## config.mk

```make
export PLATFORM = sky130hd
export DESIGN_NAME = mem_bus_arbiter
export DESIGN_NICKNAME = d
export VERILOG_FILES = /design/src/rtl/mem_bus_arbiter.sv
export SDC_FILE = /design/constraint.sdc
export NUM_CORES = 1
export LEC_CHECK = 0
export ABC_AREA = 1
export BUFFER_PORTS_ARGS = -buffer_cell sky130_fd_sc_hd__buf_4
export CORE_MARGIN = 4
export CORE_UTILIZATION = 45
export CTS_BUF_LIST = sky130_fd_sc_hd__clkbuf_8
export DETAILED_ROUTE_END_ITERATION = 8
export HOLD_SLACK_MARGIN = 0.08
export PLACE_DENSITY_LB_ADDON = 0.08
export SYNTH_ARGS = -nofsm -noshare
export SYNTH_HDL_FRONTEND = slang
export SYNTH_SLANG_ARGS = --single-unit
```

## constraint.sdc

```tcl
create_clock -name clk -period 3.1 [get_ports clk]
set_input_delay 0.155 -clock clk [delete_from_list [all_inputs] [get_ports clk]]
set_output_delay 0.155 -clock clk [all_outputs]
set_load 0.005 [all_outputs]
```

## src/rtl/mem_bus_arbiter.sv

```systemverilog
// Shares the single external memory bus between instruction fetch and the MEM stage.
// Data wins ties until fetch has lost STARVE_LIMIT consecutive grants.
module mem_bus_arbiter #(
    parameter int unsigned STARVE_LIMIT = 4
) (
    input  logic        clk,
    input  logic        rst_n,
    input  logic        if_req,
    input  logic [31:0] if_addr,
    output logic [31:0] if_rdata,
    output logic        if_done,
    input  logic [1:0]  mem_op,
    input  logic [31:0] mem_addr,
    input  logic [31:0] mem_wdata,
    input  logic [3:0]  mem_wrstb,
    output logic [31:0] mem_rdata,
    output logic        mem_done,
    output logic        stall_if,
    output logic        stall_mem,
    output logic        bus_req,
    output logic        bus_we,
    output logic [31:0] bus_addr,
    output logic [31:0] bus_wdata,
    output logic [3:0]  bus_wrstb,
    input  logic        bus_ack,
    input  logic [31:0] bus_rdata
);
    localparam int unsigned CntW = (STARVE_LIMIT > 0) ? $clog2(STARVE_LIMIT + 1) : 1;
    localparam logic [CntW-1:0] CntMax = CntW'(STARVE_LIMIT);
    localparam logic [1:0] OpLoad  = 2'b01;
    localparam logic [1:0] OpStore = 2'b10;

    typedef enum logic [1:0] {StIdle, StFetch, StData, StResp} state_e;

    state_e          state_q, state_d;
    logic [CntW-1:0] starve_cnt_q, starve_cnt_d;
    logic            bus_req_q, bus_req_d;
    logic            bus_we_q, bus_we_d;
    logic [31:0]     bus_addr_q, bus_addr_d;
    logic [31:0]     bus_wdata_q, bus_wdata_d;
    logic [3:0]      bus_wrstb_q, bus_wrstb_d;
    logic [31:0]     if_rdata_q, if_rdata_d;
    logic [31:0]     mem_rdata_q, mem_rdata_d;
    logic            if_done_q, if_done_d;
    logic            mem_done_q, mem_done_d;

    logic store_req, data_req, starve_ok;

    assign store_req = (mem_op == OpStore);
    assign data_req  = (mem_op == OpLoad) || store_req;
    // The counter saturates at the limit, so "below the limit" is just "not at it".
    assign starve_ok = (starve_cnt_q != CntMax);

    always_comb begin
        state_d      = state_q;
        starve_cnt_d = starve_cnt_q;
        bus_req_d    = bus_req_q;
        bus_we_d     = bus_we_q;
        bus_addr_d   = bus_addr_q;
        bus_wdata_d  = bus_wdata_q;
        bus_wrstb_d  = bus_wrstb_q;
        if_rdata_d   = if_rdata_q;
        mem_rdata_d  = mem_rdata_q;
        if_done_d    = 1'b0;
        mem_done_d   = 1'b0;
        unique case (state_q)
            StIdle: begin
                if (data_req && (!if_req || starve_ok)) begin
                    state_d     = StData;
                    bus_req_d   = 1'b1;
                    bus_we_d    = store_req;
                    bus_addr_d  = mem_addr;
                    bus_wdata_d = mem_wdata;
                    bus_wrstb_d = store_req ? mem_wrstb : 4'b0000;
                    if (!if_req) begin
                        starve_cnt_d = '0;
                    end else if (starve_ok) begin
                        starve_cnt_d = starve_cnt_q + 1'b1;
                    end
                end else if (if_req) begin
                    state_d      = StFetch;
                    bus_req_d    = 1'b1;
                    bus_we_d     = 1'b0;
                    bus_addr_d   = if_addr;
                    bus_wdata_d  = '0;
                    bus_wrstb_d  = 4'b0000;
                    starve_cnt_d = '0;
                end
            end
            StFetch: begin
                if (bus_ack) begin
                    state_d    = StResp;
                    bus_req_d  = 1'b0;
                    if_rdata_d = bus_rdata;
                    if_done_d  = 1'b1;
                end
            end
            StData: begin
                if (bus_ack) begin
                    state_d    = StResp;
                    bus_req_d  = 1'b0;
                    mem_done_d = 1'b1;
                    if (!bus_we_q) begin
                        mem_rdata_d = bus_rdata;
                    end
                end
            end
            StResp: state_d = StIdle;
            default: state_d = StIdle;
        endcase
    end

    always_ff @(posedge clk or negedge rst_n) begin
        if (!rst_n) begin
            state_q      <= StIdle;
            starve_cnt_q <= '0;
            bus_req_q    <= 1'b0;
            bus_we_q     <= 1'b0;
            bus_addr_q   <= '0;
            bus_wdata_q  <= '0;
            bus_wrstb_q  <= 4'b0000;
            if_rdata_q   <= '0;
            mem_rdata_q  <= '0;
            if_done_q    <= 1'b0;
            mem_done_q   <= 1'b0;
        end else begin
            state_q      <= state_d;
            starve_cnt_q <= starve_cnt_d;
            bus_req_q    <= bus_req_d;
            bus_we_q     <= bus_we_d;
            bus_addr_q   <= bus_addr_d;
            bus_wdata_q  <= bus_wdata_d;
            bus_wrstb_q  <= bus_wrstb_d;
            if_rdata_q   <= if_rdata_d;
            mem_rdata_q  <= mem_rdata_d;
            if_done_q    <= if_done_d;
            mem_done_q   <= mem_done_d;
        end
    end

    assign bus_req   = bus_req_q;
    assign bus_we    = bus_we_q;
    assign bus_addr  = bus_addr_q;
    assign bus_wdata = bus_wdata_q;
    assign bus_wrstb = bus_wrstb_q;
    assign if_rdata  = if_rdata_q;
    assign mem_rdata = mem_rdata_q;
    assign if_done   = if_done_q;
    assign mem_done  = mem_done_q;
    assign stall_if  = if_req & ~if_done_q;
    assign stall_mem = data_req & ~mem_done_q;

endmodule

```

==> flow_metrics.py <==
metrics = {
    "detailed_routing": {
        "drt_iter0_drc": 434,
        "drt_first_pass_iters": 5,
        "via_count": 6355,
        "routed_wl_microns": 19800,
        "ant_nets": 0,
        "wl_per_cell_microns": 14.9,
        "post_drt_via_cell_ratio": 4.77,
        "drc": 0,
    },
    "yosys": {
        "yosys_warnings": 0,
        "synth_area_leader_cell": "dfrtp_1",
        "synth_top_area_frac": 0.564,
        "syn_nets": 894,
        "syn-cell-area_sq_um": 6250,
        "ys_top_cells_by_area": "dfrtp_1, nand2_1, nand3_1",
        "syn_avg_cell_area_sq_um": 8.36,
        "synthCells": 748,
        "yosysUniqueCellTypes": 18,
        "ys_seq_area_frac": 0.564,
        "ys_ff_latch": 141,
    },
    "global_route": {
        "grt_pass1_wl_microns": 32500,
        "grt_pass1_vias": 6597,
        "grt_max_degree": 78,
        "grt_usage": 0.252,
        "antenna_found_initial": 0,
        "gr-total-overflow": 0,
    },
    "finish": {
        "fill_cells": 960,
        "antenna_cells": 0,
        "mostFrequentLayoutCell": "buf_4",
        "finalInstanceArea_sq_um": 10100,
        "syn2layout_area_growth_pct": 61.8,
        "drive_gt1_frac": 0.287,
        "nets": 1288,
        "most-common-layout-cells": "buf_4, nand2_1, dfrtp_1",
    },
    "placed_design": {
        "dpl_cell_area_sq_um": 8390,
        "place.gp.congestion": 0.818,
        "dp_hpwl_microns": 12400,
        "portBuffers": 275,
    },
    "die": {
        "start_util": 0.467,
        "rows": 42,
        "dieHeight_microns": 126,
        "core-area_sq_um": 13400,
        "die_area_sq_um": 15800,
        "die_w_microns": 126,
        "ioPinCount": 276,
    },
    "sta": {
        "period_share": 0.792,
        "fin_setup_tns_ns": 0,
        "final_hold_viol_count": 0,
        "finClkSkew_ns": 0.0112,
        "fmax_mhz": 407,
        "worstMarginPinSlew_ns": 1.06,
        "whs_ns": 0.248,
        "max_slew_margin": 0.293,
        "period_minus_slack_ns": 2.46,
        "drv_slew": 0,
        "rsz0062_at_grt": "false",
        "setup_viol": 0,
    },
    "setup_path": {
        "path_class": "reg -> reg",
        "slowest_stage": "dlygate4sd3_1",
        "worstPathArrival_ns": 2.82,
        "slowest_delay_ns": 0.58,
        "endpoint_kind": "flip-flop",
        "critical_path_required_ns": 3.47,
        "crit_path_max_fanout": 34,
        "cp_cell_sequence": "inv_1 > ha_1 > nand2_2 > inv_2 > buf_12 > nand3_1 > dlygate4sd3_1 > nand2_1",
        "crit_buf_inv": 4,
        "path_delay_family": "buffers and inverters",
        "cp-start-kind": "flip-flop",
    },
    "cts": {
        "cts_tree": "built",
        "clock_latency_ns": 0.43,
        "clk_pin_slew_worst_paths_ns": 0.08,
        "htree_levels": 4,
        "cts_root_buf": "clkbuf_8",
        "clkSinkCount": 141,
        "clock_tree.buffer_depth": 2,
        "tritoncts.num_buffers": 17,
    },
    "power": {
        "power_mw": 8.15,
        "vdd_drop_max_mv": 0.528,
        "p_per_area_nw_per_um2": 805,
        "p_leak_nw": 5.57,
    },
    "flow_run": {
        "maxCapViolations": 0,
    },
    "run_status": {
        "status": "finished clean",
    },
    "min_path": {
        "hold_class": "in -> async",
    },
}
==> state kept, by name, summed over array words and instances, names as in the netlist <==
register,flops
bus_wrstb,4
state_q,2
bus_wdata,32
mem_done,1
mem_rdata,32
if_rdata,32
starve_cnt_q,3
bus_req,1
bus_addr,32
if_done,1
bus_we,1
==> metal layers <==
layer  vias up  global-route usage  part of all wire
met1      2915               0.311              0.40
met4         0               0.127             0.046
met5         -                   0                 0
met2       295               0.405              0.47
met3        59              0.0715             0.085
li1       3086                   -                 -
==> per-stage QoR <==
stage	util	worst slack [ns]	instances
global route	0.755	0.514	1331
floorplan	-	1.73	748
CTS	0.755	0.688	1331
finish	0.755	0.644	1331
detailed placement	0.626	1.20	1164
global placement	0.626	1.27	1164
==> final timing paths <==
kind / startpoint / to / slack, ns / depth (start not counted)
min in group clk: mem_op[1] / bus_we / 0.26 / 4
min reg2reg: bus_wdata[14] / bus_wdata[14] / 0.48 / 2
max in group asynchronous: rst_n / if_rdata[0] / 2.08 / 3
max: state_q[0] / bus_addr[23] / 0.64 / 8
min: rst_n / bus_addr[7] / 0.25 / 2
max reg2reg: state_q[0] / bus_addr[23] / 0.64 / 8
==> cell families after synthesis <==
kind of cell	count (synthesis)	share of synthesized area
and+or+nand+nor	375	0.258
buffers and inverters	155	0.106
DFF	141	0.564
AOI/OAI and AO/OA	69	0.0556
adders and majority gates	8	0.0160
==> power by group <==
group | internal (mW) | switching, mW | total (mW)
sequential | 2.68 | 0.475 | 3.16
clock | 0.710 | 0.720 | 1.43
combinational | 1.84 | 1.72 | 3.56
==> repair_timing <==
action / 4_1_cts / 5_1_grt
hold endpoints to repair: 188 / 0
setup buffers: 0 / 0
hold buffers: 135 / 0
resized for setup: 0 / 0
==> worst reg2reg max path: stages, from the launching register on <==
cell and delay (ns):
dfrtp_1 0.41, inv_1 0.13, ha_1 0.27, nand2_2 0.09
inv_2 0.44, buf_12 0.29, nand3_1 0.12, dlygate4sd3_1 0.58
nand2_1 0.06
==> layout make-up <==
class / count / area (sq um) / share of cell area
clock buffer: 17 / 234 / 0.0231
clock inverter: 15 / 149 / 0.0147
inverter: 113 / 424 / 0.0419
multi-input combinational: 452 / 2070 / 0.204
sequential: 141 / 3530 / 0.349
tap: 176 / 220 / 0.0218
timing repair buffer: 417 / 3500 / 0.346
==> synth_stat cells (all sizes together) <==
library cell  count
o21ai            68
nand4             1
nand3           105
buf              30
clkbuf           12
dfrtp           141
inv             113
ha                8
o21bai            1
nand2           258
nand3b            4
nor2              7
No activity file was read; power rests on OpenSTA's default activity.
